**src/rtl/alu_writeback.sv**
```systemverilog
// alu_writeback: writeback stage behind the 8-bit ALU.
//   - Accepts ALU results over an in_valid/in_ready handshake.
//   - Holds the architectural carry (C) and overflow (V) flags that feed
//     back to the ALU's CarryIn/OverflowIn.
//   - Resolves BEQZ into a registered one-cycle branch_taken pulse.
//   - Flags illegal encodings with a registered one-cycle illegal pulse.
//   - Queues register-file writes in a 2-entry FIFO.
// Ports:
//   Clk, Reset                    clock, asynchronous active-high reset
//   in_valid / in_ready           ALU result handshake
//   in_ritype, in_op, in_op2      instruction class and opcode
//   in_waddr, in_result           destination register and ALU result
//   in_carry, in_ovf, in_zero     ALU status outputs
//   flag_clr                      synchronous clear of C and V
//   carry_flag, ovf_flag          architectural C and V flags
//   wb_valid / wb_ready           register-file write handshake
//   wb_waddr, wb_wdata            FIFO head entry
//   branch_taken, illegal         registered one-cycle pulses
module alu_writeback #(
  parameter int unsigned DW = 8,
  parameter int unsigned AW = 3
) (
  input  logic          Clk,
  input  logic          Reset,
  input  logic          in_valid,
  output logic          in_ready,
  input  logic          in_ritype,
  input  logic [2:0]    in_op,
  input  logic [1:0]    in_op2,
  input  logic [AW-1:0] in_waddr,
  input  logic [DW-1:0] in_result,
  input  logic          in_carry,
  input  logic          in_ovf,
  input  logic          in_zero,
  input  logic          flag_clr,
  output logic          carry_flag,
  output logic          ovf_flag,
  output logic          wb_valid,
  input  logic          wb_ready,
  output logic [AW-1:0] wb_waddr,
  output logic [DW-1:0] wb_wdata,
  output logic          branch_taken,
  output logic          illegal
);

  typedef enum logic [2:0] {
    OP_AND   = 3'b000,
    OP_ADD   = 3'b001,
    OP_SUB   = 3'b010,
    OP_XOR   = 3'b011,
    OP_MOV   = 3'b100,
    OP_SHIFT = 3'b101,
    OP_GT    = 3'b110,
    OP_ILL   = 3'b111
  } rop_e;

  typedef enum logic [1:0] {
    IOP_BEQZ = 2'b00,
    IOP_LI   = 2'b01,
    IOP_ILL2 = 2'b10,
    IOP_ILL3 = 2'b11
  } iop_e;

  rop_e          rop;
  iop_e          iop;
  logic          accept;
  logic          is_write;
  logic          is_illegal;
  logic          is_branch;
  logic          push;
  logic          pop;

  logic [1:0]    count_q, count_d;
  logic          rd_ptr_q, rd_ptr_d;
  logic          wr_ptr_q, wr_ptr_d;
  logic [AW-1:0] addr_q [2];
  logic [DW-1:0] data_q [2];
  logic          carry_q, carry_d;
  logic          ovf_q, ovf_d;
  logic          branch_q, branch_d;
  logic          illegal_q, illegal_d;
  logic          head;

  // Decode
  always_comb begin
    rop        = rop_e'(in_op);
    iop        = iop_e'(in_op2);
    in_ready   = (count_q != 2'd2) & ~Reset;
    accept     = in_valid & in_ready;
    if (in_ritype) begin
      is_write   = (iop == IOP_LI);
      is_illegal = (iop == IOP_ILL2) || (iop == IOP_ILL3);
      is_branch  = (iop == IOP_BEQZ);
    end else begin
      is_write   = (rop != OP_ILL);
      is_illegal = (rop == OP_ILL);
      is_branch  = 1'b0;
    end
    push = accept & is_write;
    pop  = (count_q != 2'd0) & wb_ready;
  end

  // Next state for flags, pulses and FIFO bookkeeping.
  // The instruction's own flag write is applied after flag_clr so it wins.
  always_comb begin
    carry_d = carry_q;
    ovf_d   = ovf_q;
    if (flag_clr) begin
      carry_d = 1'b0;
      ovf_d   = 1'b0;
    end
    if (accept && !in_ritype && rop == OP_SHIFT) carry_d = in_carry;
    if (accept && !in_ritype && rop == OP_ADD)   ovf_d   = in_ovf;

    branch_d  = accept & is_branch & in_zero;
    illegal_d = accept & is_illegal;

    rd_ptr_d = pop  ? ~rd_ptr_q : rd_ptr_q;
    wr_ptr_d = push ? ~wr_ptr_q : wr_ptr_q;
    count_d  = count_q;
    case ({push, pop})
      2'b10:   count_d = count_q + 2'd1;
      2'b01:   count_d = count_q - 2'd1;
      default: count_d = count_q;
    endcase
  end

  always_ff @(posedge Clk or posedge Reset) begin
    if (Reset) begin
      count_q   <= '0;
      rd_ptr_q  <= 1'b0;
      wr_ptr_q  <= 1'b0;
      carry_q   <= 1'b0;
      ovf_q     <= 1'b0;
      branch_q  <= 1'b0;
      illegal_q <= 1'b0;
      for (int unsigned i = 0; i < 2; i++) begin
        addr_q[i] <= '0;
        data_q[i] <= '0;
      end
    end else begin
      count_q   <= count_d;
      rd_ptr_q  <= rd_ptr_d;
      wr_ptr_q  <= wr_ptr_d;
      carry_q   <= carry_d;
      ovf_q     <= ovf_d;
      branch_q  <= branch_d;
      illegal_q <= illegal_d;
      if (push) begin
        addr_q[wr_ptr_q] <= in_waddr;
        data_q[wr_ptr_q] <= in_result;
      end
    end
  end

  // When empty, the slot behind the read pointer is the last popped entry:
  // a push into an empty FIFO always lands at rd_ptr, never behind it.
  always_comb begin
    head         = (count_q != 2'd0) ? rd_ptr_q : ~rd_ptr_q;
    wb_valid     = (count_q != 2'd0);
    wb_waddr     = addr_q[head];
    wb_wdata     = data_q[head];
    carry_flag   = carry_q;
    ovf_flag     = ovf_q;
    branch_taken = branch_q;
    illegal      = illegal_q;
  end

endmodule

```
**config.mk**
```make
export PLATFORM = sky130hd
export DESIGN_NAME = alu_writeback
export DESIGN_NICKNAME = d
export VERILOG_FILES = /design/src/rtl/alu_writeback.sv
export SDC_FILE = /design/constraint.sdc
export NUM_CORES = 1
export LEC_CHECK = 0
export CAP_MARGIN = 20
export CORE_AREA = 2 2 52 78
export CTS_CLUSTER_DIAMETER = 60
export DETAILED_ROUTE_END_ITERATION = 16
export DIE_AREA = 0 0 54 80
export MAX_ROUTING_LAYER = met4
export PLACE_DENSITY_LB_ADDON = 0.25
export SLEW_MARGIN = 5
export SYNTH_ARGS = -nofsm -noshare
export SYNTH_HDL_FRONTEND = slang
export SYNTH_SLANG_ARGS = --single-unit
```
**constraint.sdc**
```tcl
create_clock -name Clk -period 3.2 [get_ports Clk]
set_clock_uncertainty 0.05 [all_clocks]
set_input_delay 0.64 -clock Clk [delete_from_list [all_inputs] [get_ports Clk]]
set_output_delay 0.64 -clock Clk [all_outputs]
set_load 0.005 [all_outputs]
```
==> results of run 1 <==
through the flow:
step           setup slack, ps  util [%]  area [µm²]  hold WS, ps
5_1_grt                  170.7     53.81        1963        461.3
2_1_floorplan            940.9         -        1403        396.5
6_report                 288.0     53.81        1963        432.0
3_3_place_gp             578.3     51.30        1872        412.7
3_5_place_dp             576.1     51.30        1872        425.5
4_1_cts                  248.2     53.81        1963        434.0
power by group:
part	switching [W]	internal [W]
Combinational	0.000290	0.000613
Clock	0.000134	0.000173
Sequential	0.0000890	0.000549
Total	0.000512	0.00133
cell usage in the layout (no fill, tap or decap):
| cell type | count |
|---|---|
| sky130_fd_sc_hd__dfrtp_1 | 30 |
| sky130_fd_sc_hd__clkbuf_8 | 6 |
| sky130_fd_sc_hd__nand2_1 | 2 |
| sky130_fd_sc_hd__and2b_2 | 1 |
| sky130_fd_sc_hd__nand3b_1 | 1 |
| sky130_fd_sc_hd__nand2b_4 | 1 |
| sky130_fd_sc_hd__inv_1 | 3 |
| sky130_fd_sc_hd__xor2_1 | 3 |
| sky130_fd_sc_hd__or4b_4 | 1 |
| sky130_fd_sc_hd__mux2_4 | 1 |
| sky130_fd_sc_hd__clkdlybuf4s50_1 | 41 |
| sky130_fd_sc_hd__nand2_4 | 1 |
| sky130_fd_sc_hd__nor4_1 | 2 |
| sky130_fd_sc_hd__clkinv_2 | 1 |
| sky130_fd_sc_hd__mux2_2 | 33 |
| sky130_fd_sc_hd__o21ai_0 | 1 |
| sky130_fd_sc_hd__nand4b_1 | 1 |
| sky130_fd_sc_hd__mux2_1 | 1 |
| sky130_fd_sc_hd__ha_1 | 1 |
| sky130_fd_sc_hd__xnor2_1 | 3 |
| sky130_fd_sc_hd__nand3_1 | 1 |
| sky130_fd_sc_hd__nor2_1 | 1 |
| sky130_fd_sc_hd__and2_1 | 1 |
| sky130_fd_sc_hd__nor3b_2 | 1 |
| sky130_fd_sc_hd__and2_2 | 1 |
| sky130_fd_sc_hd__nor2b_1 | 2 |
| sky130_fd_sc_hd__clkbuf_1 | 1 |
| sky130_fd_sc_hd__a21oi_1 | 1 |
| sky130_fd_sc_hd__or2_2 | 1 |
| sky130_fd_sc_hd__nand2b_1 | 2 |
| sky130_fd_sc_hd__buf_4 | 3 |
cell families after synthesis:
logic type                 Yosys count  share of synthesized area, %
muxes                               35                         28.37
DFF                                 30                         53.52
and+or+nand+nor                     20                         10.70
xor gates and xnor gates             6                         3.747
buffers and inverters                6                         2.052
AOI/OAI and AO/OA                    2                        0.7130
adders and majority gates            1                        0.8919
how the worst min path moves through the flow:
stage | endpoint | startpoint | slack, ps
after detailed placement | addr_q[0]$_DFFE_PP0P_ | addr_q[0]$_DFFE_PP0P_ | 430
after global routing | data_q[14]$_DFFE_PP0P_ | data_q[14]$_DFFE_PP0P_ | 460
final | wr_ptr_q$_DFFE_PP0P_ | wr_ptr_q$_DFFE_PP0P_ | 430
after global placement | addr_q[0]$_DFFE_PP0P_ | addr_q[0]$_DFFE_PP0P_ | 410
after CTS | wr_ptr_q$_DFFE_PP0P_ | wr_ptr_q$_DFFE_PP0P_ | 430
after floorplan | wr_ptr_q$_DFFE_PP0P_ | wr_ptr_q$_DFFE_PP0P_ | 400
metal layers:
metal	vias to the layer above	wire length, µm	GRT usage, %
met1	465	998	13.07
li1	443	-	-
met2	35	1475	25.61
met5	-	0	-
met3	2	192	5.805
met4	0	14	6.750
Yosys cell counts (2+ instances only):
| cell type | number | area [µm²] |
|---|---|---|
| sky130_fd_sc_hd__nand2b_1 | 2 | 12.51 |
| sky130_fd_sc_hd__xnor2_1 | 3 | 26.28 |
| sky130_fd_sc_hd__nor2b_1 | 2 | 12.51 |
| sky130_fd_sc_hd__inv_1 | 3 | 11.26 |
| sky130_fd_sc_hd__xor2_1 | 3 | 26.28 |
| sky130_fd_sc_hd__nor4_1 | 2 | 12.51 |
| sky130_fd_sc_hd__dfrtp_1 | 30 | 750.7 |
| sky130_fd_sc_hd__buf_2 | 2 | 10.01 |
| sky130_fd_sc_hd__mux2_2 | 33 | 371.6 |
| sky130_fd_sc_hd__nand2_1 | 2 | 7.510 |
registers in the layout, indices dropped and copies added (netlist names):
signal,count
branch_taken,1
rd_ptr_q,1
wr_ptr_q,1
ovf_flag,1
carry_flag,1
illegal,1
addr_q,6
count_q,2
data_q,16
worst max-delay path: stages (launching register included):
cell and delay [ps]:
sky130_fd_sc_hd__dfrtp_1 420, sky130_fd_sc_hd__or2_2 340, sky130_fd_sc_hd__xor2_1 140, sky130_fd_sc_hd__buf_4 220, sky130_fd_sc_hd__mux2_2 350, sky130_fd_sc_hd__clkdlybuf4s50_1 470
layout make-up:
type,instances,area [µm²],share of cell area (%)
Clock buffer,7,86.33,4.398
Inverter,3,11.26,0.5736
Tap cell,43,53.80,2.741
Timing Repair Buffer,44,432.9,22.05
Multi-Input combinational cell,64,623.1,31.74
Sequential cell,30,750.7,38.24
Clock inverter,1,5.005,0.2549
==> impl_summary.md, run 1 <==
Status
The run finished with clean final reports.

Synthesis
The sequential fraction of the synthesis area is 53.52%. The total standard cell area after synthesis is 1403 µm². The number of warnings printed during yosys synthesis is 0. The synthesized net count is 126. The mean area per synthesized cell is 14.03 µm². The distinct cell type count of the synthesized netlist is 28. The cell count after synthesis is 100. The number of flops mapped to enable cells by yosys is 0. After synthesis, the share of flip-flops with an asynchronous set or reset is 100.0%. The number of flip-flops and latches in the synthesized netlist is 30.

The flip-flop cell with the highest count after synthesis is sky130_fd_sc_hd__dfrtp_1.

Global route
The global router's overall resource usage is 14.57%. The first-pass GRT wire length is 4326 µm. The via count of the first global-routing pass is 1,010. Entering global routing, the biggest net connects 31 pins. The leftover overflow at the end of global routing is 0. The initial antenna violation count is 0.

Place
The number of placed instances, taps included, is 184. The total half-perimeter wirelength after legalization and detailed placement is 1957 µm. During placement, the flow inserted port buffers numbering 41. At the end of routability-driven placement, the weighted congestion stood at ~0.7.

Clocking
The maximum clock path buffer count is 2. In this run, post-CTS hold repair placed 0 buffers. CTS saw 30 sinks. The number of clock buffers added by TritonCTS is 5. The post-CTS setup-driven buffer insertion count is 0. The count of instances resized after the clock tree is built is 0.

The H-tree generated during clock tree synthesis spans 2 levels. Clock latency on the worst-skew pair, taken at its later pin, is 270 ps. TritonCTS built the clock tree. After clock tree synthesis, the clock-pin slew on the worst setup and hold paths is 60 ps. The master cell of the clock root buffer is sky130_fd_sc_hd__clkbuf_8.

Drt
The detailed-route wire length is 2681 µm. The number of DRC markers in iteration 0 is 14. The via count is 945. The DRC violation count after routing is 0. The post-detailed-route via-to-cell ratio is 4.922.

The routed length per placed instance is 13.96 µm. For this run, the detailed router's first-pass iteration total came to 4. In this run the remaining antenna-violating nets after routing total 0.

Cells and area
The fraction of final layout cells with drive strength greater than 1 is 34.23%. The synthesis-to-finish area growth is 39.96%. The number of antenna diodes in the final layout is 0. In the final design database the tool counted 174 nets. The finished layout holds 192 standard cells, fillers aside.

The number of filler cells placed in the layout is 337.

Floorplanning
The area of the die is ~4300 µm². The floorplan has 27 rows. Once the floorplan was initialized, standard cells occupied 38.44% of the core. In this run the standard cell core region covers roughly 3600 µm².

The number of primary I/O pins is 42. The floorplan die width is 54 µm. The chip height is 80 µm.

Setup path
The worst setup path is of the flop to output pin kind. The endpoint identified for the worst register-to-register timing path is addr_q[5]$_DFFE_PP0P_. The number of cells on the worst reg-to-reg path is 4. The endpoint of the worst setup timing path is wb_waddr[1].

The required time reported for the critical path endpoint is 2510 ps. The slack of the worst reg-to-reg path is 1430 ps. At the worst endpoint, the arrival time is 2220 ps. STA classifies the critical path startpoint as a flop. The critical path launch point is count_q[1]$_DFFE_PP0P_. The worst setup path is captured at an output pin. The maximum fanout encountered on the critical timing path is 11. The reg-to-reg startpoint is count_q[0]$_DFFE_PP0P_.

Run
The tool flagged a number of max-cap violations equal to 0.

Timing
Subtracting the final worst setup slack from the clock period gives 2912 ps. The relative max-transition margin is 63.14%. Setup repair after global routing left no endpoint under its margin. Setup violations remaining at the end of the flow were counted as 0. The worst path uses 91.00% of the clock period. The number of pins exceeding their max-slew limit in the final report was 0. The final hold violation count is 0. Derived from the worst setup path, the maximum achievable clock frequency is 0.3434 GHz.

At the pin with the least slew margin, the transition time is 551.3 ps. The post-route setup TNS is 0 ps.

Power
The leakage power is 0.8365 nW. The total power per unit cell area is 940.7 nW/µm². The post-route total power is 0.001847 W.

The worst-case IR drop observed on VDD is roughly 600 µV.

Min path
The number of instances on the worst hold path is 1. The class of the worst hold path is flop to flop.
(Power assumes the default switching activity.)
==> inputs of run 2 (changes only) <==
--- a/config.mk
+++ b/config.mk
@@ -5,13 +5,15 @@
 export SDC_FILE = /design/constraint.sdc
 export NUM_CORES = 1
 export LEC_CHECK = 0
+export ABC_AREA = 1
 export CAP_MARGIN = 20
-export CORE_AREA = 2 2 52 78
+export CORE_AREA = 2 2 55 82
 export CTS_CLUSTER_DIAMETER = 60
 export DETAILED_ROUTE_END_ITERATION = 16
-export DIE_AREA = 0 0 54 80
+export DIE_AREA = 0 0 57 84
 export MAX_ROUTING_LAYER = met4
 export PLACE_DENSITY_LB_ADDON = 0.25
+export SKIP_CTS_REPAIR_TIMING = 1
 export SLEW_MARGIN = 5
 export SYNTH_ARGS = -nofsm -noshare
 export SYNTH_HDL_FRONTEND = slang
==> run 2 against run 1 <==
Effect of this change:
- sequential cell count is the same
- setup slack improved by 290 ps
- largest cell class unchanged
- first-iteration DRC count rose to 3.1 times the previous value
- global-route usage rose by 1.6 points
==> impl_summary.md, run 2 <==
Timing
The post-route setup TNS came to 0 ps (unchanged). The pin slew with the least headroom to its limit is 487.2 ps (-64.08 ps). Setup repair after global routing left no endpoint under its margin.

The final clock period utilization by the worst path is 81.92% (-9.1 points). The final critical-path required period was 2622 ps (-290.5 ps). The number of pins exceeding their max-slew limit in the final report came to 0 (unchanged). The final hold violation count came to 0 (unchanged). The count of endpoints failing setup in the final report came to 0 (unchanged). The achievable frequency came to 0.3815 GHz (+11%). The relative max-transition margin is 67.52% (+4.4 points).

Synthesis
The cell count after synthesis is 190 (+90%). The fraction of registers with async set/reset is 100.0% (unchanged). The biggest area contributor in the post-synthesis netlist is sky130_fd_sc_hd__dfrtp_1.

The number of warnings printed during yosys synthesis was 0 (unchanged). The total standard cell area after synthesis is 1568 µm² (+12%). The number of flops mapped to enable cells by yosys came to 0 (unchanged). In the synthesized netlist, the cells that appear most often are sky130_fd_sc_hd__nand2_1, sky130_fd_sc_hd__dfrtp_1, sky130_fd_sc_hd__inv_1, sky130_fd_sc_hd__nand4_1, sky130_fd_sc_hd__o21ai_0. The sequential fraction of the synthesis area is 47.89% (-5.6 points). The share of the synthesized area in the top cell type is 47.89% (-5.6 points). After synthesis, the cell types taking the most area are sky130_fd_sc_hd__dfrtp_1, sky130_fd_sc_hd__nand2_1, sky130_fd_sc_hd__nand4_1.

The most frequently used cell type in the post-synthesis netlist is sky130_fd_sc_hd__nand2_1. The mean area per synthesized cell was 8.251 µm² (-41%). The synthesized net count is 216 (+71%).

The distinct cell type count of the synthesized netlist was 25 (-11%). The most used flip-flop cell after synthesis is sky130_fd_sc_hd__dfrtp_1. The number of flip-flops and latches in the synthesized netlist was 30 (unchanged).

Cells and area
The number of flip-flops under the largest register name is 16 (unchanged). The post-layout utilization of the core came to 50.36% (-3.4 points). In the final layout, the registers with the most flip-flops are data_q (16), addr_q (6), count_q (2).

The number of filler cells placed in the layout is 442 (+31%). The most common library cell in the layout ignoring fill and taps is sky130_fd_sc_hd__nand2_1. The fraction of final layout cells with drive strength greater than 1 was 8.584% (-26 points).

The synthesis-to-finish area growth is 32.88%. Leaving out fill and tap cells, the most frequent cells in the layout are sky130_fd_sc_hd__nand2_1, sky130_fd_sc_hd__clkdlybuf4s50_1, sky130_fd_sc_hd__dfrtp_1. The total inserted antenna cells is 0 (unchanged).

The register bank with the most flops is data_q. The non-filler instance count after layout was 279 (+45%). The number of nets at the end of the flow is 258 (+48%).

Floorplanning
The chip height is 84 µm (+5.0%). The starting utilization of the core area came to 37.90% (-0.54 points). The floorplan die width was 57 µm (+5.6%).

The count of standard-cell rows was 29 (+7.4%). The core footprint is 4136 µm² (+13%). The number of primary I/O pins is 42 (unchanged). The area of the die is 4788 µm² (+11%).

Drt
The DRC violation count after routing was 0 (unchanged). The number of detailed-route iterations in the first pass came to 4 (unchanged). The post-detailed-route via-to-cell ratio is 4.792 (-2.6%).

The routed length per placed instance is 11.75 µm (-16%). The via count is 1,337 (+41%). The antenna violation net count after detailed routing came to 0 (unchanged).

The number of DRC markers in iteration 0 was 44 (+30). The detailed-route wire length came to 3279 µm (+22%).

Setup path
The maximum fanout encountered on the critical timing path is 22 (+11). The kind of capture point of the worst setup path is an output pin. The endpoint identified for the worst register-to-register timing path is count_q[1]$_DFFE_PP0P_. The category of the worst setup path launch point is a flop. The worst setup path is of the flop to output pin kind.

The required time reported for the critical path endpoint is 2510 ps (about the same). The worst-case reg-to-reg path depth is 9 (+5). The arrival time reported for the critical path endpoint is 1930 ps (-290 ps).

The reg-to-reg startpoint is count_q[0]$_DFFE_PP0P_. The slack of the worst reg-to-reg path came to 1550 ps (+120 ps).

Clocking
The clock-pin slew on the worst setup and hold paths is 60 ps (about the same). The number of sinks on the clock net came to 30 (unchanged). The maximum clock path buffer count was 2 (unchanged). The master cell of the clock root buffer is sky130_fd_sc_hd__clkbuf_8. The H-tree depth reported by CTS is 2 (unchanged). The CTS tree is built.

The insertion delay of the later-clocked pin in the worst-skew pair is 270 ps (about the same). The number of CTS-inserted buffers is 5 (unchanged).

Place
The total instance count after detailed placement was 271 (+47%). The number of port buffers is 41 (unchanged). The total half-perimeter wirelength after legalization and detailed placement is 2330 µm (+19%). The routability congestion estimate was 0.7703 (+10%).

Power
The total power per unit cell area is 880.2 nW/µm² (-6.4%). The leakage power is 1.026 nW (+23%). The maximum VDD drop came to 505.5 µV (-16%). The post-route total power is 0.001834 W (-0.70%).

Global route
The global router's overall resource usage is 16.20% (+1.6 points). The leftover overflow at the end of global routing came to 0 (unchanged). The first-pass GRT wire length was 5927 µm (+37%). The largest net degree at the start of global routing is 32 (+3.2%). The initial antenna violation count came to 0 (unchanged). The via count of the first global-routing pass is 1,329 (+32%).

Status
The flow ran to the end, and the final reports show no timing, DRC or antenna violations.

Run
The reported max-cap violation count was 0 (unchanged).

Min path
The path with the worst hold slack has its endpoint at data_q[8]$_DFFE_PP0P_. The launch point of the worst hold path is data_q[8]$_DFFE_PP0P_. The number of instances on the worst hold path is 2 (+1).

The tightest min-delay check is of the flop to flop type.
## run 2: cell families after synthesis
logic type	Yosys count	synth area share [%]
AO/OA/AOI/OAI	13	4.149
XOR/XNOR	4	2.714
adder cells (fa/ha/maj)	1	0.7980
buffers and inverters	34	10.45
flip-flops	30	47.89
AND/OR/NAND/NOR	108	34.00
## run 2: metal layers
| metal | GRT usage, % | vias to the layer above | part of all wire (%) |
|---|---|---|---|
| li1 | - | 693 | - |
| met1 | 17.89 | 610 | 40 |
| met2 | 27.69 | 32 | 55 |
| met3 | 4.186 | 2 | 4.1 |
| met4 | 5.708 | 0 | 0.85 |
| met5 | - | - | 0 |
## run 2: critical path, cell delays in order, from the launching register on
cell and delay (ps):
sky130_fd_sc_hd__dfrtp_1 410, sky130_fd_sc_hd__inv_1 130, sky130_fd_sc_hd__nand2_4 70, sky130_fd_sc_hd__xor2_2 130, sky130_fd_sc_hd__buf_4 200, sky130_fd_sc_hd__o21ai_0 190, sky130_fd_sc_hd__clkdlybuf4s50_1 530
## run 2: worst max-delay path by stage
stage,start,to
after floorplan,Reset,count_q[1]$_DFFE_PP0P_
after global placement,Reset,in_ready
after detailed placement,Reset,in_ready
after CTS,count_q[1]$_DFFE_PP0P_,wb_wdata[0]
after global routing,count_q[1]$_DFFE_PP0P_,wb_wdata[0]
final,count_q[1]$_DFFE_PP0P_,wb_wdata[0]
## run 2: where the power goes
part	total (W)	internal (W)	switching (W)
sequential	0.000665	0.000546	0.000119
combinational	0.000866	0.000452	0.000414
clock	0.000303	0.000173	0.000130
## run 2: final cells by class
cell class	instances	area (µm²)	share of cell area (%)
clock buffers	7	86.33	4.144
clock inverters	1	5.005	0.2402
inverters	24	90.09	4.324
multi-input cells	126	653.1	31.35
flip-flops and latches	30	750.7	36.04
well taps	46	57.56	2.763
repair buffers	45	440.4	21.14
## run 2: stage by stage
stage | hold WS, ps | setup slack [ps] | area, µm²
finish | 419.5 | 578.5 | 2083
global route | 445.4 | 440.8 | 2083
CTS | 423.5 | 520.8 | 2083
detailed placement | 408.3 | 708.1 | 1992
global placement | 403.5 | 703.9 | 1992
floorplan | 391.9 | 635.6 | 1568
